### config.mk
export PLATFORM = sky130hd
export DESIGN_NAME = vga_timing_gen
export DESIGN_NICKNAME = d
export VERILOG_FILES = /design/src/rtl/vga_timing_gen.sv
export SDC_FILE = /design/constraint.sdc
export NUM_CORES = 1
export LEC_CHECK = 0
export CORE_MARGIN = 3
export CORE_UTILIZATION = 46
export DETAILED_ROUTE_END_ITERATION = 12
export PLACE_DENSITY_LB_ADDON = 0.05
export SYNTH_ARGS = -nofsm -noshare
export SYNTH_HDL_FRONTEND = slang
export SYNTH_SLANG_ARGS = --single-unit
### constraint.sdc
create_clock -name clk -period 3.06 [get_ports clk]
set_input_delay 0.612 -clock clk [delete_from_list [all_inputs] [get_ports clk]]
set_output_delay 0.612 -clock clk [all_outputs]
set_load 0.01 [all_outputs]
### src/rtl/vga_timing_gen.sv
// Parametrised VGA timing generator: pixel/line counters with sync, blanking and
// start-of-line/frame strobes, all registered and cycle-aligned with the counters.
module vga_timing_gen #(
    parameter int unsigned CNT_W     = 11,
    parameter int unsigned H_VIS     = 800,
    parameter int unsigned H_FP      = 40,
    parameter int unsigned H_SYNC    = 128,
    parameter int unsigned H_BP      = 88,
    parameter int unsigned V_VIS     = 600,
    parameter int unsigned V_FP      = 1,
    parameter int unsigned V_SYNC    = 4,
    parameter int unsigned V_BP      = 23,
    parameter bit          HSYNC_POL = 1'b1,
    parameter bit          VSYNC_POL = 1'b1
) (
    input  logic             clk,
    input  logic             rst,
    input  logic             en,
    output logic [CNT_W-1:0] hcount,
    output logic [CNT_W-1:0] vcount,
    output logic             hsync,
    output logic             vsync,
    output logic             hblnk,
    output logic             vblnk,
    output logic             line_start,
    output logic             frame_start
);

    localparam int unsigned H_TOT = H_VIS + H_FP + H_SYNC + H_BP;
    localparam int unsigned V_TOT = V_VIS + V_FP + V_SYNC + V_BP;

    if (CNT_W == 0 || CNT_W > 31 || H_VIS == 0 || H_FP == 0 || H_SYNC == 0 || H_BP == 0 ||
        V_VIS == 0 || V_FP == 0 || V_SYNC == 0 || V_BP == 0 ||
        H_TOT > (32'd1 << CNT_W) || V_TOT > (32'd1 << CNT_W)) begin : g_bad_params
        $error("vga_timing_gen: zero timing parameter or total exceeds counter range");
    end

    // Every boundary is pre-sized to the counter width so comparisons stay width-matched.
    localparam logic [CNT_W-1:0] H_LAST     = CNT_W'(H_TOT - 1);
    localparam logic [CNT_W-1:0] V_LAST     = CNT_W'(V_TOT - 1);
    localparam logic [CNT_W-1:0] H_BLNK_BEG = CNT_W'(H_VIS);
    localparam logic [CNT_W-1:0] V_BLNK_BEG = CNT_W'(V_VIS);
    localparam logic [CNT_W-1:0] H_SYNC_BEG = CNT_W'(H_VIS + H_FP);
    localparam logic [CNT_W-1:0] H_SYNC_END = CNT_W'(H_VIS + H_FP + H_SYNC);
    localparam logic [CNT_W-1:0] V_SYNC_BEG = CNT_W'(V_VIS + V_FP);
    localparam logic [CNT_W-1:0] V_SYNC_END = CNT_W'(V_VIS + V_FP + V_SYNC);

    logic [CNT_W-1:0] h_next;
    logic [CNT_W-1:0] v_next;
    logic             h_wrap;
    logic             v_wrap;
    logic             h_sync_zone;
    logic             v_sync_zone;

    // NOTE: every signal gets a default at the top of always_comb so no path leaves it
    // unassigned, which would otherwise infer a latch.
    always_comb begin
        h_next = hcount;
        v_next = vcount;
        h_wrap = 1'b0;
        v_wrap = 1'b0;
        if (en) begin
            // >= rather than == keeps the counters bounded even from a corrupted state.
            if (hcount >= H_LAST) begin
                h_next = '0;
                h_wrap = 1'b1;
                if (vcount >= V_LAST) begin
                    v_next = '0;
                    v_wrap = 1'b1;
                end else begin
                    v_next = vcount + CNT_W'(1);
                end
            end else begin
                h_next = hcount + CNT_W'(1);
            end
        end
    end

    assign h_sync_zone = (h_next >= H_SYNC_BEG) && (h_next < H_SYNC_END);
    assign v_sync_zone = (v_next >= V_SYNC_BEG) && (v_next < V_SYNC_END);

    // Decodes use the next counter values so every registered output lines up with hcount/vcount.
    // NOTE: sequential state is updated with non-blocking assignments only, so all registers
    // sample the pre-edge values and simulation order cannot create races.
    always_ff @(posedge clk) begin
        if (rst) begin
            hcount      <= '0;
            vcount      <= '0;
            hsync       <= ~HSYNC_POL;
            vsync       <= ~VSYNC_POL;
            hblnk       <= 1'b0;
            vblnk       <= 1'b0;
            line_start  <= 1'b0;
            frame_start <= 1'b0;
        end else begin
            hcount      <= h_next;
            vcount      <= v_next;
            hsync       <= h_sync_zone ? HSYNC_POL : ~HSYNC_POL;
            vsync       <= v_sync_zone ? VSYNC_POL : ~VSYNC_POL;
            hblnk       <= (h_next >= H_BLNK_BEG);
            vblnk       <= (v_next >= V_BLNK_BEG);
            line_start  <= h_wrap;
            frame_start <= v_wrap;
        end
    end

endmodule

# Yosys cells after proc, flatten, opt, wreduce, memory -nomap -nowiden
# Index checks and enable logic that the tools add are counted.
[classes] n_reduce_logical=4 bitwise=2 n_mux=9 order_cmp=8 n_addsub=2
[op_table] operator="$ge 11x10->1 const B" n=5
[op_table] operator="$mux 11" n=5
[op_table] operator="$add 11x1->11 const B" n=2
[op_table] operator="$lt 11x10->1 const B" n=2
[op_table] operator="$ge 11x11->1 const B" n=1
[op_table] operator="$mux 1" n=4
[op_table] operator="$reduce_or 3->1" n=1
[op_table] operator="$logic_and 1x1->1" n=2
[op_table] operator="$not 1->1" n=2
[op_table] operator="$reduce_or 2->1" n=1
[totals] out_inout_bits=28 in_bits=3 register_bits=28 elab_cells=33

# Depth between registers and ports, before layout
# Gate-level depths: netlist of run 1.
[logic_depth] word_depth=7 mapped_depth=8 depth_no_buf=7

# Least setup slack after synthesis of run 1
# Ideal clock, no wire load.
[synth_path] path_type="input to register" startpoint="in en" endpoint="reg vblnk" path_slack_ps=989 setup_time_ps=122 path_buffers=1 required_ps=2938 cell_stages=7 t_arrival_ps=1949 path_cell_list="buf_2 nand2_1 or3_1 o31a_1 or2_0 o21ai_1 nand3_1"
[synth_via] elab_chain_len=2
[synth_lines] element="start: declaration" line="18" text="input logic en,"
[synth_lines] element="$mux 11" line="62" text="if (en) begin"
[synth_lines] element="$ge 11x10->1" line="101" text="vblnk <= (v_next >= V_BLNK_BEG);"
[synth_lines] element="end signal: assignment" line="101"
[synth_lines] element="end: declaration" line="24" text="output logic vblnk,"
# No other way between the ends.
# A chain may end at the register's enable or synchronous reset.

# Worst setup path in the final report of run 1
# Ends and elaborated chain as after synthesis.

==> results of run 1 <==
==> worst reg2reg max path, delay by kind of cell, from the launching register on <==
kind / cells / cell delay (ps)
flops: 1 / 420
simple gates: 2 / 450
compound gates: 3 / 730
fa+ha+maj: 1 / 310
xor+xnor: 1 / 230
==> metal layers <==
| metal | track usage | vias to the layer above | routed length (µm) |
|---|---|---|---|
| met5 | 0 | - | 0 |
| met3 | 0.0260 | 4 | 221 |
| met1 | 0.309 | 660 | 1980 |
| met2 | 0.273 | 46 | 1540 |
| met4 | 0.0528 | 0 | 37 |
| li1 | - | 743 | - |
==> state kept, by name (all words and copies together), names as in the netlist <==
| signal | cells |
|---|---|
| hcount | 11 |
| vcount | 11 |
| frame_start | 1 |
| hblnk | 1 |
| hsync | 1 |
| line_start | 1 |
| vblnk | 1 |
| vsync | 1 |
==> layout by cell type, fill, tap and decap left out, types with 3 or more instances in the layout <==
| master | n |
|---|---|
| o21ai_0 | 5 |
| buf_4 | 3 |
| and2_1 | 4 |
| inv_1 | 5 |
| or3_1 | 3 |
| xnor2_1 | 6 |
| clkbuf_4 | 3 |
| xor2_1 | 8 |
| a31oi_1 | 3 |
| nor2_1 | 28 |
| nor3_1 | 7 |
| nand4_1 | 8 |
| nor4_1 | 3 |
| clkdlybuf4s50_1 | 30 |
| o211ai_1 | 4 |
| dfxtp_1 | 28 |
| nand2_1 | 14 |
| a21oi_1 | 6 |
| nand3_1 | 8 |
==> final cells by class <==
class	count	share of cell area
clock buffers	3	0.0115
inverters	5	0.00962
well taps	44	0.0282
repair buffers	33	0.165
multi-input cells	146	0.498
flip-flops and latches	28	0.287
==> through the flow <==
step	power, mW	util	cell area, µm²
final	0.565	0.614	1950
after detailed placement	0.420	0.607	1930
after global placement	0.419	0.607	1930
after floorplan	0.404	-	1600
after CTS	0.575	0.614	1950
after global routing	0.593	0.614	1950
==> cells by family (layout without fill, tap and decap cells) <==
logic type / after synthesis / count (layout) / share of synthesized area
compound gates: 38 / 38 / 0.209
xor+xnor: 14 / 14 / 0.0769
fa+ha+maj: 2 / 2 / 0.0157
buf+inv: 15 / 41 / 0.0392
flops: 28 / 28 / 0.351
mux: 3 / 3 / 0.0196
simple gates: 89 / 89 / 0.289
==> power breakdown <==
part           switching [mW]  internal [mW]
clock                   0.108         0.0463
sequential            0.00740          0.369
combinational          0.0175         0.0176
==> final timing paths <==
path,startpoint,end,slack [ps]
setup / recovery,en,vblnk$_SDFF_PP0_,620
hold / removal,hcount[1]$_SDFF_PP0_,hcount[1]$_SDFF_PP0_,590
setup reg to reg,vcount[0]$_SDFF_PP0_,vsync$_SDFF_PP0_,840
hold reg to reg,hcount[1]$_SDFF_PP0_,hcount[1]$_SDFF_PP0_,590
==> impl_metrics.csv, run 1 <==
group,metric,value,unit
critical_path,cp.required,3290,ps
routing,finalWirelength,3.78,mm
yosys,syn-cell-area,1600,µm²
place,pre_cts_ws,296,ps
worst_hold_path,hold_class,"register to register",
timing,max_freq,0.409,GHz
routing,drc,0,
timing,finalSetupViolCount,0,
finish,stdcell_count,259,
routing,drtIter0Drc,110,
floorplan,core_area,3180,µm²
critical_path,cp.arrival,2670,ps
finish,fill_cells,310,
critical_path,start_kind,"input pin",
yosys,avgSynthCellArea,8.44,µm²
clock_network,clk_path_buf_depth,2,
power,p_leak,0.682,nW
clock_network,cts-buffers-inserted,3,
place,placement.io_buffers,30,
timing,slew_headroom,0.692,
floorplan,ios,31,
yosys,synth_seq_cells,28,
finish,regArea,561,µm²
yosys,synth.top_cell.area_share,0.351,
yosys,async_flop_share,0,
clock_network,clock_latency,330,ps
critical_path,crit_cells,7,
place,place_inst,256,
global_route,grt-ovfl-total,0,
outcome,status,"finished, final reports clean",
critical_path,crit_path_max_incr_delay,680,ps
critical_path,cp_cell_sequence,"clkdlybuf4s50_1 -> nand2_1 -> or3_1 -> o31a_1 -> or2_0 -> o21ai_1 -> nand3_1",
yosys,yosys.area.top_type,"dfxtp_1",
yosys,syn-num-nets,194,
power,p_per_area,290,nW/µm²
clock_network,clk_pin_slew,150,ps
routing,num_vias,1453,
timing,hold_violations,0,
timing,tightest_slew,458,ps
timing,rsz0062_at_grt,"false",
timing,fin_ws,615,ps
worst_hold_path,worstHoldPathCells,2,
routing,ant_nets,0,
place,place_congestion,0.926,
yosys,synth-edff-count,0,
yosys,ys.flop_type,"dfxtp_1",
finish,area_growth,22.4,%
critical_path,worst-path-buf-inv,1,
floorplan,start_util,0.502,
critical_path,r2r_cells,7,
clock_network,numClockSinks,28,
timing,fin_hold_ws,591,ps
floorplan,fp.dieArea,4210,µm²
floorplan,fp-row-count,20,
finish,antenna_cells,0,
floorplan,die_w,64.9,µm
clock_network,cts_setup_buffers,0,
global_route,grt_pass1_vias,1342,
critical_path,slowest_stage,"clkdlybuf4s50_1",
timing,finClkSkew,4.00,ps
finish,multi_input_area,972,µm²
clock_network,cts_tree,"built",
critical_path,end_kind,"register",
yosys,synthDistinctLibCells,52,
global_route,track_usage,0.196,
critical_path,cp_max_fo,9,
timing,post-route-period-util,0.799,
critical_path,crit_type,"input pin to register",
finish,layout.nets,222,
clock_network,hold_buffers,0,
place,dp_hpwl,2.87,mm
global_route,grt_start_max_net_pins,15,
clock_network,cts_resized,0,
routing,wl_per_cell,14.6,µm
yosys,synth_cells,189,
yosys,ys_warn_count,0,
clock_network,htree_levels,1,
yosys,synthTopCellsByArea,"dfxtp_1 (35%), nor2_1 (6.6%), xor2_1 (4.4%)",
finish,drive_above_1_share,0.102,
timing,setup_tns,0,ps
yosys,synthTopCellsByCount,"dfxtp_1 (28), nor2_1 (28), nand2_1 (14)",
clock_network,root_buffer,"clkbuf_4",
floorplan,dieHeight,64.9,µm
global_route,antenna_found_initial,0,
timing,min_period,2440,ps
power,max-vdd-ir-drop,173,µV
yosys,ys_seq_area_frac,0.351,
run,maxCapViolCount,0,
critical_path,crit_family,"simple AND/OR/NAND/NOR gates",
timing,drv_slew,0,
routing,vias_per_cell,5.61,
routing,drtPass1Iterations,4,
global_route,grt_pass1_wl,6.56,mm
Note: power is estimated with default switching activity, not from simulation.
==> run 2, diff against run 1 <==
==> constraint.sdc (replaced) <==
create_clock -name clk -period 2.5 [get_ports clk]
set_input_delay 0.5 -clock clk [delete_from_list [all_inputs] [get_ports clk]]
set_output_delay 0.5 -clock clk [all_outputs]
set_load 0.01 [all_outputs]
==> impl_metrics.csv, run 2 (synthesized netlist as in run 1, its figures left out) <==
group,metric,value,unit
worst_hold_path,min_from,"vcount[0]$_SDFF_PP0_",
critical_path,crit_type,"register to register",
floorplan,dieHeight,64.9,µm
floorplan,start_util,0.502,
global_route,track_usage,0.201,
routing,vias_per_cell,5.85,
routing,drtIter0Drc,86,
critical_path,end_kind,"register",
timing,drv_slew,0,
critical_path,r2r_cells,7,
worst_hold_path,hold_class,"register to register",
global_route,antenna_found_initial,0,
finish,reg_top3,"hcount x11, vcount x11",
run,maxCapViolCount,0,
timing,slew_headroom,0.656,
clock_network,hold_buffers,0,
critical_path,cp-startpoint,"vcount[0]$_SDFF_PP0_",
finish,area_growth,26.0,%
timing,finalSetupViolCount,0,
clock_network,clock_latency,340,ps
floorplan,ios,31,
place,placement.io_buffers,30,
finish,final_area,2010,µm²
power,max-vdd-ir-drop,209,µV
critical_path,r2r-start,"vcount[0]$_SDFF_PP0_",
routing,finalWirelength,3.98,mm
timing,finClkSkew,6.46,ps
timing,max_freq,0.434,GHz
floorplan,fp-row-count,20,
routing,ant_nets,0,
place,dpl_cell_area,1970,µm²
global_route,grt_pass1_vias,1409,
critical_path,start_kind,"register",
finish,final_cell_mix,"clkdlybuf4s50_1 (30), nor2_1 (28), dfxtp_1 (28), nand2_1 (14), buf_4 (9)",
clock_network,root_buffer,"clkbuf_4",
critical_path,cp.required,2740,ps
clock_network,cts-buffers-inserted,3,
worst_hold_path,worstHoldPathCells,2,
power,p_per_area,366,nW/µm²
critical_path,cp_max_fo,7,
routing,drc,0,
power,finalPower,0.735,mW
worst_hold_path,whs_endpoint,"vcount[0]$_SDFF_PP0_",
finish,final_util,0.633,
clock_network,cts_setup_buffers,0,
floorplan,core_area,3180,µm²
timing,tightest_slew,512,ps
critical_path,rr_endpoint,"vsync$_SDFF_PP0_",
place,place_inst,262,
routing,num_vias,1557,
power,p_leak,0.718,nW
place,pre_cts_ws,22.4,ps
finish,antenna_cells,0,
outcome,status,"finished, final reports clean",
floorplan,die_w,64.9,µm
clock_network,clk_pin_slew,150,ps
finish,layout.nets,228,
timing,fin_hold_ws,588,ps
timing,min_period,2300,ps
global_route,grt-ovfl-total,0,
timing,post-route-period-util,0.922,
finish,fill_cells,300,
timing,fin_ws,196,ps
finish,drive_above_1_share,0.131,
critical_path,cp.arrival,2550,ps
clock_network,clk_path_buf_depth,2,
clock_network,htree_levels,1,
clock_network,numClockSinks,28,
clock_network,cts_resized,0,
global_route,grt_start_max_net_pins,16,
timing,rsz0062_at_grt,"false",
finish,final_common_cell,"clkdlybuf4s50_1",
place,place_congestion,1.01,
place,dp_hpwl,2.99,mm
routing,wl_per_cell,15.0,µm
clock_network,cts_tree,"built",
timing,setup_tns,0,ps
critical_path,rrSetupSlack,200,ps
timing,hold_violations,0,
finish,stdcell_count,266,
routing,drtPass1Iterations,4,
floorplan,fp.dieArea,4210,µm²
global_route,grt_pass1_wl,6.69,mm
run 2: changes by cell type in the layout (fill, tap and decap cells not counted), sizes merged:
cell | before | now
buf | 3 | 9
clkbuf | 3 | 4
run 2: power by group:
part	total, mW	switching, mW	internal (mW)
logic	0.0454	0.0217	0.0236
clock network	0.229	0.139	0.0894
registers	0.461	0.00967	0.452
run 2: routing by layer:
layer  share of wire  up-vias  GRT usage
met3           0.084        6     0.0381
met2            0.43       65      0.304
met1            0.47      734      0.287
met5               0        -          0
li1                -      752          -
met4           0.012        0     0.0580
run 2: worst max-delay path, cell delays in order, from the launching register on:
cell and delay [ps]:
dfxtp_1 420, ha_1 320, a2111oi_4 430, o311ai_4 170, nor3_1 430, a22oi_2 130
xor2_1 260, nor2_1 60
run 2: how the worst max path moves through the flow:
stage                        to  depth (start not counted)
2_1_floorplan  vsync$_SDFF_PP0_                          7
3_3_place_gp   vblnk$_SDFF_PP0_                          7
3_5_place_dp   vblnk$_SDFF_PP0_                          7
4_1_cts        vsync$_SDFF_PP0_                          7
5_1_grt        vsync$_SDFF_PP0_                          7
6_report       vsync$_SDFF_PP0_                          7
run 2: cell type report:
cell class	instances	area, µm²	area share
Clock buffer	4	36.3	0.0180
Inverter	5	18.8	0.00933
Multi-Input combinational cell	146	972	0.484
Sequential cell	28	561	0.279
Tap cell	44	55.1	0.0274
Timing Repair Buffer	39	368	0.183
